## src/rtl/cpu_trace_pkg.sv

```systemverilog
// ---------------------------------------------------------------------------
// cpu_trace_pkg
//   Shared definitions for the CPU trace buffer: FSM state encodings, record
//   geometry, word-index constants and the record-to-word selector.
// ---------------------------------------------------------------------------
package cpu_trace_pkg;

  typedef enum logic [1:0] {
    ST_IDLE  = 2'b00,
    ST_ARMED = 2'b01,
    ST_RUN   = 2'b10
  } state_e;

  localparam int REC_W         = 96;
  localparam int WORDS_PER_REC = 3;

  // Word order on the output stream: PC first, ALU result closes the record.
  localparam logic [1:0] W_PC   = 2'd0;
  localparam logic [1:0] W_INST = 2'd1;
  localparam logic [1:0] W_ALU  = 2'(WORDS_PER_REC - 1);

  // Record layout is {Pc, Inst, ALU_out}, Pc in the top 32 bits.
  function automatic logic [31:0] rec_word(input logic [REC_W-1:0] rec,
                                           input logic [1:0]       idx);
    logic [31:0] w;
    case (idx)
      W_PC:    w = rec[95:64];
      W_INST:  w = rec[63:32];
      W_ALU:   w = rec[31:0];
      default: w = 32'h0000_0000;
    endcase
    return w;
  endfunction

endpackage

```

## src/rtl/cpu_trace_buffer_if.sv

```systemverilog
// ---------------------------------------------------------------------------
// cpu_trace_buffer_if
//   Word stream from the trace buffer to the debug/UART consumer.
//   Out_valid/Out_data/Out_last : driven by the buffer (master)
//   Out_ready                   : driven by the consumer (slave)
// ---------------------------------------------------------------------------
interface cpu_trace_buffer_if;
  logic        Out_valid;
  logic [31:0] Out_data;
  logic        Out_last;
  logic        Out_ready;

  modport master (output Out_valid, output Out_data, output Out_last, input Out_ready);
  modport slave  (input Out_valid, input Out_data, input Out_last, output Out_ready);
endinterface

```

## src/rtl/trace_fifo.sv

```systemverilog
// ---------------------------------------------------------------------------
// trace_fifo
//   Synchronous record FIFO, REC_W bits wide, DEPTH entries.
//   clk_i/rst_ni   : clock, asynchronous active-low reset
//   push_i/data_i  : write request and record; accepted when not full, or
//                    when full and a pop happens in the same cycle
//   pop_i          : remove head (ignored when empty)
//   full_o/empty_o : current occupancy flags
//   count_nxt_o    : occupancy after this edge
//   head_nxt_o     : head record after this edge (valid when count_nxt_o != 0)
// ---------------------------------------------------------------------------
module trace_fifo
  import cpu_trace_pkg::*;
#(
  parameter int DEPTH = 16,
  parameter int AW    = 4
) (
  input  logic             clk_i,
  input  logic             rst_ni,
  input  logic             push_i,
  input  logic [REC_W-1:0] data_i,
  input  logic             pop_i,
  output logic             full_o,
  output logic             empty_o,
  output logic [AW:0]      count_nxt_o,
  output logic [REC_W-1:0] head_nxt_o
);

  localparam logic [AW:0] DEPTH_C = (AW+1)'(DEPTH);

  logic [REC_W-1:0] mem_q [DEPTH];
  logic [AW:0]      wr_q, rd_q, wr_d, rd_d, count_s;
  logic             pop_ok_s, push_ok_s;

  assign count_s   = wr_q - rd_q;
  assign full_o    = (count_s == DEPTH_C);
  assign empty_o   = (count_s == '0);
  assign pop_ok_s  = pop_i && !empty_o;
  // A pop in the same cycle frees the slot a full FIFO needs for the push.
  assign push_ok_s = push_i && (!full_o || pop_ok_s);

  assign wr_d        = wr_q + {{AW{1'b0}}, push_ok_s};
  assign rd_d        = rd_q + {{AW{1'b0}}, pop_ok_s};
  assign count_nxt_o = wr_d - rd_d;

  // The incoming record becomes the head only when it lands in the slot the
  // read pointer is about to point at (FIFO empty after any pop).
  assign head_nxt_o = (push_ok_s && (wr_q[AW-1:0] == rd_d[AW-1:0])) ? data_i
                                                                     : mem_q[rd_d[AW-1:0]];

  // Read/write pointers.
  always_ff @(posedge clk_i or negedge rst_ni) begin
    if (!rst_ni) begin
      wr_q <= '0;
      rd_q <= '0;
    end else begin
      wr_q <= wr_d;
      rd_q <= rd_d;
    end
  end

  // Record storage; contents are don't-care until written.
  always_ff @(posedge clk_i) begin
    if (push_ok_s) begin
      mem_q[wr_q[AW-1:0]] <= data_i;
    end
  end

endmodule

```

## src/rtl/cpu_trace_buffer.sv

```systemverilog
// ---------------------------------------------------------------------------
// cpu_trace_buffer
//   Captures {Pc, Inst, ALU_out} of every retired instruction once a trigger
//   fires and streams each record out as three 32-bit words.
//   Clk, Rst_n          : clock, asynchronous active-low reset
//   Pc/Inst/ALU_out     : retiring instruction, qualified by Retire
//   Arm/Stop            : control pulses (Stop has priority)
//   Trig_any/Trig_pc    : trigger on first retire, or on a matching PC
//   out_if (master)     : Out_valid/Out_data/Out_last/Out_ready word stream
//   Count               : records stored, 0..DEPTH
//   Dropped/Drop_cnt    : sticky loss flag, saturating loss counter
//   State               : 00 IDLE, 01 ARMED, 10 RUN
// ---------------------------------------------------------------------------
module cpu_trace_buffer
  import cpu_trace_pkg::*;
#(
  parameter int DEPTH = 16,
  parameter int AW    = 4
) (
  input  logic                Clk,
  input  logic                Rst_n,
  input  logic [31:0]         Pc,
  input  logic [31:0]         Inst,
  input  logic [31:0]         ALU_out,
  input  logic                Retire,
  input  logic                Arm,
  input  logic                Stop,
  input  logic                Trig_any,
  input  logic [31:0]         Trig_pc,
  cpu_trace_buffer_if.master  out_if,
  output logic [AW:0]         Count,
  output logic                Dropped,
  output logic [7:0]          Drop_cnt,
  output logic [1:0]          State
);

  state_e      state_q, state_d;
  logic [1:0]  idx_q, idx_d;
  logic        out_valid_q, out_valid_d;
  logic [31:0] out_data_q, out_data_d;
  logic        out_last_q, out_last_d;
  logic [AW:0] count_q, count_d;
  logic        dropped_q, dropped_d;
  logic [7:0]  drop_cnt_q, drop_cnt_d;

  logic             hs_s, pop_s, hit_s, push_s, drop_s;
  logic             fifo_full_s, fifo_empty_s;
  logic [AW:0]      fifo_count_nxt_s;
  logic [REC_W-1:0] fifo_head_nxt_s;

  assign hs_s   = out_valid_q && out_if.Out_ready;
  assign pop_s  = hs_s && (idx_q == W_ALU) && !fifo_empty_s;
  assign hit_s  = Retire && (Trig_any || (Pc == Trig_pc));
  // The triggering instruction is itself captured; Stop suppresses capture.
  assign push_s = !Stop && Retire &&
                  ((state_q == ST_RUN) || ((state_q == ST_ARMED) && hit_s));
  assign drop_s = push_s && fifo_full_s && !pop_s;

  trace_fifo #(
    .DEPTH (DEPTH),
    .AW    (AW)
  ) u_fifo (
    .clk_i       (Clk),
    .rst_ni      (Rst_n),
    .push_i      (push_s),
    .data_i      ({Pc, Inst, ALU_out}),
    .pop_i       (pop_s),
    .full_o      (fifo_full_s),
    .empty_o     (fifo_empty_s),
    .count_nxt_o (fifo_count_nxt_s),
    .head_nxt_o  (fifo_head_nxt_s)
  );

  // Next-state logic: FSM, word index, drop statistics, registered stream outputs.
  always_comb begin
    state_d = state_q;
    if (Stop) begin
      state_d = ST_IDLE;
    end else begin
      case (state_q)
        ST_IDLE: begin
          if (Arm) state_d = ST_ARMED;
          else     state_d = ST_IDLE;
        end
        ST_ARMED: begin
          if (hit_s) state_d = ST_RUN;
          else       state_d = ST_ARMED;
        end
        ST_RUN:  state_d = ST_RUN;
        default: state_d = ST_IDLE;
      endcase
    end

    idx_d = idx_q;
    if (hs_s) begin
      if (idx_q == W_ALU) idx_d = W_PC;
      else                idx_d = idx_q + 2'd1;
    end else begin
      idx_d = idx_q;
    end

    dropped_d  = dropped_q;
    drop_cnt_d = drop_cnt_q;
    if (Arm && !Stop) begin
      dropped_d  = 1'b0;
      drop_cnt_d = 8'd0;
    end else if (drop_s) begin
      dropped_d = 1'b1;
      if (drop_cnt_q != 8'hFF) drop_cnt_d = drop_cnt_q + 8'd1;
      else                     drop_cnt_d = drop_cnt_q;
    end else begin
      dropped_d  = dropped_q;
      drop_cnt_d = drop_cnt_q;
    end

    // Outputs are precomputed from next-state so they leave straight from flops.
    count_d     = fifo_count_nxt_s;
    out_valid_d = (fifo_count_nxt_s != '0);
    if (out_valid_d) begin
      out_data_d = rec_word(fifo_head_nxt_s, idx_d);
      out_last_d = (idx_d == W_ALU);
    end else begin
      out_data_d = 32'h0000_0000;
      out_last_d = 1'b0;
    end
  end

  // State and output registers.
  always_ff @(posedge Clk or negedge Rst_n) begin
    if (!Rst_n) begin
      state_q     <= ST_IDLE;
      idx_q       <= W_PC;
      out_valid_q <= 1'b0;
      out_data_q  <= 32'h0000_0000;
      out_last_q  <= 1'b0;
      count_q     <= '0;
      dropped_q   <= 1'b0;
      drop_cnt_q  <= 8'd0;
    end else begin
      state_q     <= state_d;
      idx_q       <= idx_d;
      out_valid_q <= out_valid_d;
      out_data_q  <= out_data_d;
      out_last_q  <= out_last_d;
      count_q     <= count_d;
      dropped_q   <= dropped_d;
      drop_cnt_q  <= drop_cnt_d;
    end
  end

  assign out_if.Out_valid = out_valid_q;
  assign out_if.Out_data  = out_data_q;
  assign out_if.Out_last  = out_last_q;
  assign Count            = count_q;
  assign Dropped          = dropped_q;
  assign Drop_cnt         = drop_cnt_q;
  assign State            = state_q;

endmodule
```

## src/flat_wrapper.sv

```systemverilog
// flat-port wrapper written by rule: the top's interface ports become plain ports
module cpu_trace_buffer_flat import cpu_trace_pkg::*;
#(
  parameter int DEPTH = 16,
  parameter int AW    = 4
)
  (Clk, Rst_n, Pc, Inst, ALU_out, Retire, Arm, Stop, Trig_any, Trig_pc, Count, Dropped, Drop_cnt, State, out_if_Out_valid, out_if_Out_data, out_if_Out_last, out_if_Out_ready);
  cpu_trace_buffer_if out_if_i ();
  input  logic Clk;
  input  logic Rst_n;
  input  logic [31:0] Pc;
  input  logic [31:0] Inst;
  input  logic [31:0] ALU_out;
  input  logic Retire;
  input  logic Arm;
  input  logic Stop;
  input  logic Trig_any;
  input  logic [31:0] Trig_pc;
  output logic [AW:0] Count;
  output logic Dropped;
  output logic [7:0] Drop_cnt;
  output logic [1:0] State;
  output wire logic [$bits(out_if_i.Out_valid)-1:0] out_if_Out_valid;
  output wire logic [$bits(out_if_i.Out_data)-1:0] out_if_Out_data;
  output wire logic [$bits(out_if_i.Out_last)-1:0] out_if_Out_last;
  input wire logic [$bits(out_if_i.Out_ready)-1:0] out_if_Out_ready;
  assign out_if_Out_valid = out_if_i.Out_valid;
  assign out_if_Out_data = out_if_i.Out_data;
  assign out_if_Out_last = out_if_i.Out_last;
  assign out_if_i.Out_ready = out_if_Out_ready;
  cpu_trace_buffer #(.DEPTH(DEPTH), .AW(AW)) u_core (.Clk(Clk), .Rst_n(Rst_n), .Pc(Pc), .Inst(Inst), .ALU_out(ALU_out), .Retire(Retire), .Arm(Arm), .Stop(Stop), .Trig_any(Trig_any), .Trig_pc(Trig_pc), .out_if(out_if_i), .Count(Count), .Dropped(Dropped), .Drop_cnt(Drop_cnt), .State(State));
endmodule
```

## config.mk

```make
export PLATFORM = sky130hd
export DESIGN_NAME = cpu_trace_buffer_flat
export DESIGN_NICKNAME = d
export VERILOG_FILES = /design/src/rtl/cpu_trace_pkg.sv /design/src/rtl/cpu_trace_buffer_if.sv /design/src/rtl/trace_fifo.sv /design/src/rtl/cpu_trace_buffer.sv /design/src/flat_wrapper.sv
export SDC_FILE = /design/constraint.sdc
export NUM_CORES = 1
export LEC_CHECK = 0
export BUFFER_PORTS_ARGS = -buffer_cell sky130_fd_sc_hd__buf_4
export CELL_PAD_IN_SITES_DETAIL_PLACEMENT = 0
export CELL_PAD_IN_SITES_GLOBAL_PLACEMENT = 1
export CORE_UTILIZATION = 45
export DETAILED_ROUTE_END_ITERATION = 12
export HOLD_SLACK_MARGIN = 0.08
export PLACE_DENSITY_LB_ADDON = 0.05
export SYNTH_ARGS = -nofsm -noshare
export SYNTH_HDL_FRONTEND = slang
export SYNTH_HIERARCHICAL = 1
export SYNTH_SLANG_ARGS = --single-unit
```

## constraint.sdc

```tcl
create_clock -name Clk -period 11.2 [get_ports Clk]
set_input_delay 0.56 -clock Clk [delete_from_list [all_inputs] [get_ports Clk]]
set_output_delay 0.56 -clock Clk [all_outputs]
set_load 0.02 [all_outputs]
```

### Yosys cells after proc, flatten, opt, wreduce, memory -nomap -nowiden

Memory sizes are Yosys's and may differ from the RTL's.
Index checks and enable logic that the tools add are counted.

* memories: 1
* RAM bits: 1536
* output and inout bits: 50
* register bits after elaboration: 62
* bits of input ports: 135

Memories
* u_core.u_fifo.mem_q: depth 16, bits a word 96, read ports 1, clocked after memory_dff 0, write ports 1, RTL line trace_fifo.sv:31 `logic [REC_W-1:0] mem_q [DEPTH];`

* eq/ne operators: 9
* $add $sub $neg: 6
* reductions and logical operators: 27
* multiplexer cells: 17

Operator list (number)
* $mux W96: 1
* $pmux W32 S3: 1
* $eq A32 B32 Y1: 1
* $mux W32: 1
* $mux W8: 3
* $logic_and A1 B1 Y1: 13
* $add A5 B1 Y5: 2
* $sub A5 B5 Y5: 2
* $add A8 B1 Y8 const B: 1
* $mux W2: 4
* $ne A8 B8 Y1 const B: 1
* $eq A2 B2 Y1 const B: 3
* $mux W1: 6
* $pmux W2 S3: 1
* $eq A5 B5 Y1 const B: 1
* $logic_not A5 Y1: 1
* $reduce_bool A5 Y1: 1
* $eq A2 B1 Y1 const B: 2
* $eq A4 B4 Y1: 1
* $logic_not A1 Y1: 4
* $logic_not A2 Y1: 2
* $reduce_bool A2 Y1: 2
* $logic_or A1 B1 Y1: 3
* $add A2 B1 Y2 const B: 1
* $reduce_and A2 Y1: 1

### Logic depth before layout (Yosys ltp)

Gate-level depths: netlist of the first run.

* word-level depth: 11
* mapped depth: 26

### Cells and area by module

The synthesis of the first run kept the hierarchy.

By module, submodules not included
* trace_fifo: instances 1, area each 59648.5 µm², cells an instance 2335
* cpu_trace_buffer: instances 1, area each 3773.6 µm², cells an instance 469

### Least setup slack after synthesis of the first run

OpenSTA, ideal clock, no wires.

* path kind: register -> register
* start point: register u_core.u_fifo.wr_q[0]
* end point: memory u_core.u_fifo.mem_q[0][0] (enable)
* path buffers: 1
* clock period less this slack: 9.879 ns
* library setup time: 0.668 ns
* cell stages (with the launch flop): 13
* data arrival time: 9.211 ns
* path slack: 1.321 ns
* required time: 10.532 ns
* cells stage by stage: dfrtp_1 clkbuf_1 inv_1 ha_1 nand3b_1 and3b_1 o2111ai_2 o21ba_2 nor2_1 and3_1 nor4_4 or4b_2 nor3_1

* cells in the longest elaborated chain, start to end: 9

RTL lines
* from (decl): RTL line trace_fifo.sv:32 `logic [AW:0] wr_q, rd_q, wr_d, rd_d, count_s;`
* from (signal assigned): RTL line trace_fifo.sv:57 `wr_q <= wr_d;`
* $sub A5 B5 Y5: RTL line trace_fifo.sv:35 `assign count_s = wr_q - rd_q;`
* $logic_not A5 Y1: RTL line trace_fifo.sv:37 `assign empty_o = (count_s == '0);`
* via u_core.fifo_empty_s: RTL line cpu_trace_buffer.sv:47 `logic fifo_full_s, fifo_empty_s;`
* $logic_not A1 Y1: RTL line cpu_trace_buffer.sv:52 `assign pop_s = hs_s && (idx_q == W_ALU) && !fifo_empty_s;`
* $logic_and A1 B1 Y1: RTL line cpu_trace_buffer.sv:52
* via u_core.pop_s: RTL line cpu_trace_buffer.sv:46 `logic hs_s, pop_s, hit_s, push_s, drop_s;`
* $logic_and A1 B1 Y1: RTL line trace_fifo.sv:38 `assign pop_ok_s = pop_i && !empty_o;`
* $logic_or A1 B1 Y1: RTL line trace_fifo.sv:40 `assign push_ok_s = push_i && (!full_o || pop_ok_s);`
* $logic_and A1 B1 Y1: RTL line trace_fifo.sv:40
* $mux W1: RTL line trace_fifo.sv:64 `if (push_ok_s) begin`
* $mux W1 (not written as such): RTL line trace_fifo.sv:65 `mem_q[wr_q[AW-1:0]] <= data_i;`
* to (decl): RTL line trace_fifo.sv:31

The timed path passes the listed nets, and every way through them passes these cells.

### Final worst setup path of the first run

* start point: register u_core.u_fifo.wr_q[0]
* end point: register u_core.out_data_q[12], in the netlist u_core/out_if.Out_data[12]

* cells in the longest elaborated chain, start to end: 11

RTL lines
* $sub A5 B5 Y5 (*): RTL line trace_fifo.sv:35
* $logic_not A5 Y1 (*): RTL line trace_fifo.sv:37
* via u_core.fifo_empty_s: RTL line cpu_trace_buffer.sv:47
* $logic_not A1 Y1 (*): RTL line cpu_trace_buffer.sv:52
* $logic_and A1 B1 Y1 (*): RTL line cpu_trace_buffer.sv:52
* via u_core.pop_s: RTL line cpu_trace_buffer.sv:46
* $logic_and A1 B1 Y1 (*): RTL line trace_fifo.sv:38
* $add A5 B1 Y5 (*): RTL line trace_fifo.sv:43 `assign rd_d = rd_q + {{AW{1'b0}}, pop_ok_s};`
* via u_core.u_fifo.rd_d[1]: RTL line trace_fifo.sv:32
* branches (longest 2 deep; another with $mem_v2 Z16 W96)
* $mux W96 (*): RTL line trace_fifo.sv:48 `assign head_nxt_o = (push_ok_s && (wr_q[AW-1:0] == rd_d[AW-1:0])) ? data_i`
* via u_core.fifo_head_nxt_s[44]: RTL line cpu_trace_buffer.sv:49 `logic [REC_W-1:0] fifo_head_nxt_s;`
* $pmux W32 S3 (*): RTL line cpu_trace_pkg.sv:26 `case (idx)`
* $mux W32 (*): RTL line cpu_trace_buffer.sv:119 `if (out_valid_d) begin`
* via u_core.out_data_d[12]: RTL line cpu_trace_buffer.sv:40 `logic [31:0] out_data_q, out_data_d;`
* to (signal assigned): RTL line cpu_trace_buffer.sv:143 `out_data_q <= out_data_d;`
* to (decl): RTL line cpu_trace_buffer.sv:40

Mark *: on every way through the listed nets, which the timed path passes.
A chain may end at the register's enable or synchronous reset.

==> flow_summary_export.csv, run 1 <==
group,metric,value,unit
critical_path,required,11.82,ns
critical_path,worstSetupStartpointType,"flop",
clock_network,postCtsResizedCells,0,
clock_network,h-tree-depth,4,
global_route,grt_pass1_vias,32200,
placement,hpwl,84700,microns
critical_path,path_delay_family,"buffers and inverters",
global_route,antenna_found_initial,12,
die,dieWidth,377,microns
die,design.die.area,0.142,sq mm
drt,dr.pass1.iters,5,
drt,wire_per_inst,33.3,microns
timing,fmax,139,MHz
critical_path,path_cells,"inv_1 > ha_1 > nand3b_1 > a21boi_0 > o2111ai_2 > o21ba_2 > nor2_1 > and3_1 > nor2b_1 > ha_4 > ha_4 > buf_4 > buf_4 > mux4_2 > mux4_2 > mux2_2 > and3_1 > a211oi_1 > a31oi_1 > nor2_1 > a211oi_1",
yosys,synthTopCellsByArea,"edfxtp_1 (73%), mux4_2 (17%), dfrtp_1 (2.4%)",
pwr,p_comb_share,33.8,%
timing,tightestPinTransition,1.28,ns
yosys,synth-edff-count,1536,
yosys,netlist_instances,2804,
layout,layout-drive-gt1-share,32.2,%
pwr,p_int,12.6,mW
placement,dp_slack,4.04,ns
pwr,p_sw_share,30.9,%
layout,area_delta_synth_final,15.2,%
layout,fin_util,52.3,%
pwr,p_seq_share,37.4,%
timing,finalHoldViolations,0,
layout,fin_nets,3277,
die,start_util,45.4,%
pwr,p_leak,23.1,nW
yosys,synth_most_common_cell,"edfxtp_1",
timing,slew_headroom,14.4,%
timing,drv_slew,0,
yosys,yosysTopAreaCell,"edfxtp_1",
yosys,ys_warn_count,6,
critical_path,criticalPathCategory,"reg -> reg",
clock_network,cts_hold_buffers,86,
critical_path,worst_ep_arrival_time,7.79,ns
timing,finalSetupViolCount,0,
placement,placed_area,0.0670,sq mm
placement,numPortBuffers,184,
clock_network,clkSinkCount,1598,
clock_network,postCtsSetupRepairBufs,0,
yosys,synth-main-ff-cell,"edfxtp_1",
clock_network,clock_path_buffers,3,
timing,rsz0062_at_grt,"no",
clock_network,clock_latency,0.79,ns
pwr,p_sw,5.64,mW
flow_run,max-cap-violations,0,
pwr,vdd.ir_drop.worst,0.000247,V
layout,final_cell_count_no_fill,5145,
timing,fin_skew,0.0218,ns
pwr,power.total,18.3,mW
global_route,grt_max_degree,100,
yosys,ys_seq_area_share,75.2,%
timing,layout_setup_ws,4.03,ns
yosys,syn_avg_cell_area,22.6,sq um
pwr,clkPwrFrac,28.8,%
critical_path,crit_buf_inv,3,
yosys,synth-seq-cells,1598,
layout,final_cell_area,0.0731,sq mm
yosys,synth_top_area_share,72.7,%
die,coreArea,0.140,sq mm
critical_path,critPathMaxFanout,68,
global_route,grt.total_usage,24.5,%
yosys,synth_commonest_cells,"edfxtp_1 (1536), mux4_2 (480), mux2_2 (97), clkbuf_1 (82), nand2_1 (77)",
run_status,status,"completed",
clock_network,path_clk_slew,0.06,ns
die,die_h,377,microns
critical_path,end_kind,"flop",
yosys,netlist_area,0.0634,sq mm
yosys,syn-num-nets,2953,
timing,min_period,7.17,ns
drt,wl,171000,microns
critical_path,slowest_stage,"buf_4",
min_path,min_path_type,"in -> reg",
die,ios,185,
yosys,synth_async_sr_flop_share,3.88,%
drt,viasPerCell,6.03,
clock_network,cts_root_buf,"clkbuf_16",
placement,placed_cells_incl_taps,4747,
clock_network,cts_buffers,169,
clock_network,cts_tree,"built",
global_route,grt_pass1_wl,243000,microns
placement,place_congestion,0.766,
timing,hold_ws,0.127,ns
drt,ant_nets,0,
drt,drt_iter0_drc,2677,
global_route,grt-ovfl-total,0,
drt,num_vias,31000,
die,row_count,137,
yosys,synth_cell_type_count,55,
drt,route.detailed.drc,0,
critical_path,critPathMaxStageDelay,0.94,ns
timing,post-route-period-util,64.0,%
timing,fin_setup_tns,0,ns
pwr,cellPowerDensity,250,mW/mm^2
[routing by layer]
metal | vias to the layer above | part of all wire [%] | track usage [%]
li1 | 12700 | - | -
met4 | 12 | 2.2 | 6.34
met5 | - | 0.046 | 0
met1 | 17100 | 43 | 35.1
met2 | 969 | 49 | 39.7
met3 | 224 | 5.0 | 3.41
[cell usage in the layout (no fill, tap or decap), types with 53 or more instances in the layout]
master,netlist,routed
a211oi_1,64,64
buf_4,38,210
clkbuf_1,82,53
clkbuf_16,0,172
dfrtp_1,62,60
dlygate4sd3_1,0,86
edfxtp_1,1536,1536
mux2_2,97,97
mux4_2,480,480
nand2_1,77,76
[cell families (layout without fill, tap and decap cells)]
| family | Yosys count | after routing | synth area share, % |
|---|---|---|---|
| compound gates | 163 | 163 | 1.89 |
| xor+xnor | 51 | 51 | 0.728 |
| fa+ha+maj | 14 | 14 | 0.288 |
| buf+inv | 174 | 635 | 1.40 |
| flops | 1598 | 1598 | 75.2 |
| mux | 578 | 578 | 18.8 |
| other cells | 0 | 4 | 0 |
| simple gates | 226 | 226 | 1.74 |
[sequential cells by signal, indices dropped and copies added (netlist names)]
signal / flops
u_core/Drop_cnt: 8
u_core/State: 2
u_core/u_fifo/wr_q: 5
u_core/idx_q: 2
u_core/out_if.Out_valid: 1
u_core/out_if.Out_data: 32
u_core/u_fifo/rd_q: 5
u_core/u_fifo/mem_q: 1536
u_core/Dropped: 1
u_core/Count: 5
u_core/out_if.Out_last: 1
[worst paths after layout]
path	from	slack (ns)	depth (start not counted)	end
worst min-delay path	Pc[21]	0.13	1	u_core/u_fifo/mem_q[5][85]
worst max register to register	u_core/u_fifo/wr_q[0]	4.03	21	u_core/out_if.Out_data[12]
max in group asynchronous	Rst_n	9.94	3	u_core/idx_q[1]
min in group asynchronous	Rst_n	0.16	2	u_core/Dropped
worst min register to register	u_core/u_fifo/rd_q[4]	0.54	1	u_core/u_fifo/rd_q[4]
worst max-delay path	u_core/u_fifo/wr_q[0]	4.03	21	u_core/out_if.Out_data[12]
[power groups by stage]
stage | clock network, mW | registers [mW] | logic (mW)
2_1_floorplan | 0 | 6.95 | 4.35
3_3_place_gp | 0 | 6.96 | 6.22
3_5_place_dp | 0 | 6.96 | 6.27
4_1_cts | 5.37 | 6.84 | 6.32
5_1_grt | 5.59 | 6.84 | 6.58
6_report | 5.26 | 6.84 | 6.18
[final cells by class]
type	instances	area (sq um)
inverter	13	48.8
multi-input combinational	1032	15000
sequential	1598	47700
antenna	4	10.0
fill	10900	66700
tap	1876	2350
clock buffer	229	4560
clock inverter	79	577
timing repair buffer	314	2800
(Power assumes the default switching activity.)
==> inputs of run 2 (changes only) <==
==> constraint.sdc (replaced) <==
create_clock -name Clk -period 7.05 [get_ports Clk]
set_input_delay 0.3525 -clock Clk [delete_from_list [all_inputs] [get_ports Clk]]
set_output_delay 0.3525 -clock Clk [all_outputs]
set_load 0.02 [all_outputs]
==> flow_summary_export.csv, run 2 (synthesized netlist as in run 1, its figures left out) <==
group,metric,value,unit
layout,final_cell_area,0.0742,sq mm
critical_path,r2r_slack,1.04,ns
drt,route.detailed.drc,0,
timing,drv_slew,0,
die,ios,185,
die,dieWidth,377,microns
layout,largest_register_ffs,1536,
pwr,p_leak,23.6,nW
timing,finalSetupViolCount,0,
drt,viasPerCell,6.03,
placement,numPortBuffers,184,
timing,min_period,6.01,ns
die,die_h,377,microns
critical_path,r2r_cells,18,
drt,wl,172000,microns
layout,final_common_cell,"edfxtp_1",
timing,slew_headroom,11.0,%
clock_network,path_clk_slew,0.06,ns
clock_network,clock_latency,0.80,ns
clock_network,cts_root_buf,"clkbuf_16",
timing,fin_skew,0.0224,ns
critical_path,worstSetupStartpointType,"input port",
pwr,cellPowerDensity,397,mW/mm^2
placement,place_congestion,0.807,
critical_path,r2r-start,"u_core/u_fifo/wr_q[0]",
drt,wire_per_inst,33.1,microns
critical_path,worst_ep_arrival_time,6.63,ns
die,coreArea,0.140,sq mm
timing,fin_setup_tns,0,ns
clock_network,clkSinkCount,1598,
die,row_count,137,
critical_path,critPathMaxFanout,32,
clock_network,cts_buffers,169,
clock_network,postCtsSetupRepairBufs,0,
die,design.die.area,0.142,sq mm
timing,tightestPinTransition,1.33,ns
layout,area_delta_synth_final,16.9,%
timing,finalHoldViolations,0,
clock_network,cts_tree,"built",
timing,post-route-period-util,85.3,%
critical_path,critPathLaunch,"Pc[2]",
layout,mostFrequentLayoutCells,"edfxtp_1 (1536), mux4_2 (480), buf_4 (233), clkbuf_16 (174), dlygate4sd3_1 (102)",
critical_path,rr_endpoint,"u_core/out_if.Out_data[23]",
drt,ant_nets,0,
layout,fin_nets,3344,
global_route,grt-ovfl-total,0,
die,start_util,45.4,%
pwr,vdd.ir_drop.worst,0.000367,V
global_route,antenna_found_initial,5,
global_route,grt.total_usage,24.7,%
timing,fmax,166,MHz
run_status,status,"completed",
drt,dr.pass1.iters,7,
placement,placed_area,0.0678,sq mm
critical_path,criticalPathCategory,"in -> reg",
placement,hpwl,93600,microns
drt,num_vias,31400,
global_route,grt_pass1_vias,32300,
critical_path,crit_path_end,"u_core/out_if.Out_data[29]",
flow_run,max-cap-violations,0,
layout,layout-drive-gt1-share,33.4,%
clock_network,h-tree-depth,4,
layout,fin_util,53.1,%
global_route,grt_max_degree,84,
timing,rsz0062_at_grt,"no",
clock_network,clock_path_buffers,3,
drt,drt_iter0_drc,2936,
critical_path,end_kind,"flop",
global_route,grt_pass1_wl,244000,microns
min_path,min_path_type,"in -> async",
critical_path,required,7.67,ns
layout,fillCellCount,10700,
==> run 2: changes by cell type in the layout (fill, tap and decap cells not counted), sizes merged <==
cell | previous run | this run
buf | 228 | 279
clkbuf | 229 | 217
clkinv | 62 | 72
inv | 21 | 17
dlygate4sd3 | 86 | 102
bufinv | 7 | 13
==> run 2: area by class of cell <==
cell class	instances	area [sq um]	area share [%]
Tap cell	1876	2350	3.17
Inverter	13	48.8	0.0658
Multi-Input combinational cell	1032	15100	20.3
Clock buffer	217	4530	6.10
Clock inverter	91	802	1.08
Antenna cell	4	10.0	0.0135
Timing Repair Buffer	381	3690	4.98
Sequential cell	1598	47700	64.3
==> run 2: per-layer routing <==
layer  global-route usage, %  share of wire, %
met2                    39.9                49
met4                    5.77               1.8
met5                       0            0.0075
met3                    4.80               6.8
met1                    34.8                42
==> run 2: worst min path at each step <==
stage / depth (start not counted) / startpoint / slack (ns) / end
after global routing: 5 / Trig_any / 0.35 / u_core/Drop_cnt[3]
final: 3 / Rst_n / 0.32 / u_core/Drop_cnt[3]
after floorplan: 0 / Rst_n / 0.06 / u_core/Count[0]
after CTS: 6 / Trig_any / 0.28 / u_core/Dropped
after detailed placement: 1 / Rst_n / 0.16 / u_core/Dropped
after global placement: 1 / Rst_n / 0.15 / u_core/Drop_cnt[6]
==> run 2: power breakdown <==
part           internal (mW)  switching [mW]  leakage, nW  total (mW)
combinational           4.78            5.25         6.47        10.0
sequential              10.6           0.208         14.6        10.8
clock                   4.99            3.59         2.60        8.59
==> run 2: timing repair <==
action                    in CTS  in global routing
gates resized for setup        0                  0
hold buffers                 102                  0
hold endpoints to repair    1609                  0
==> run 2: per-stage QoR <==
stage	cells	setup slack, ns	hold WS, ns	power (mW)
2_1_floorplan	2804	-0.337	0.0569	18.0
3_3_place_gp	4798	1.10	0.152	21.1
3_5_place_dp	4798	0.983	0.156	21.2
4_1_cts	5208	1.03	0.276	29.8
5_1_grt	5210	0.650	0.349	30.6
6_report	5212	1.04	0.316	29.5
==> run 2: worst max-delay path, cell delays in order <==
cell and delay, ns:
dlygate4sd3_1 0.55, buf_4 0.20, xor2_1 0.16, nor4_1 0.92
nand4_1 0.44, nor3_1 0.47, o21ai_0 0.13, a21oi_1 0.34
nor2b_1 0.20, ha_1 0.25, inv_1 0.07, ha_1 0.14
inv_1 0.07, fa_1 0.43, a21o_1 0.20, a21oi_1 0.17
xnor2_1 0.16, xnor2_1 0.10, or4_1 0.41, nor2_1 0.20
a21o_1 0.11, buf_4 0.40, a211oi_1 0.11
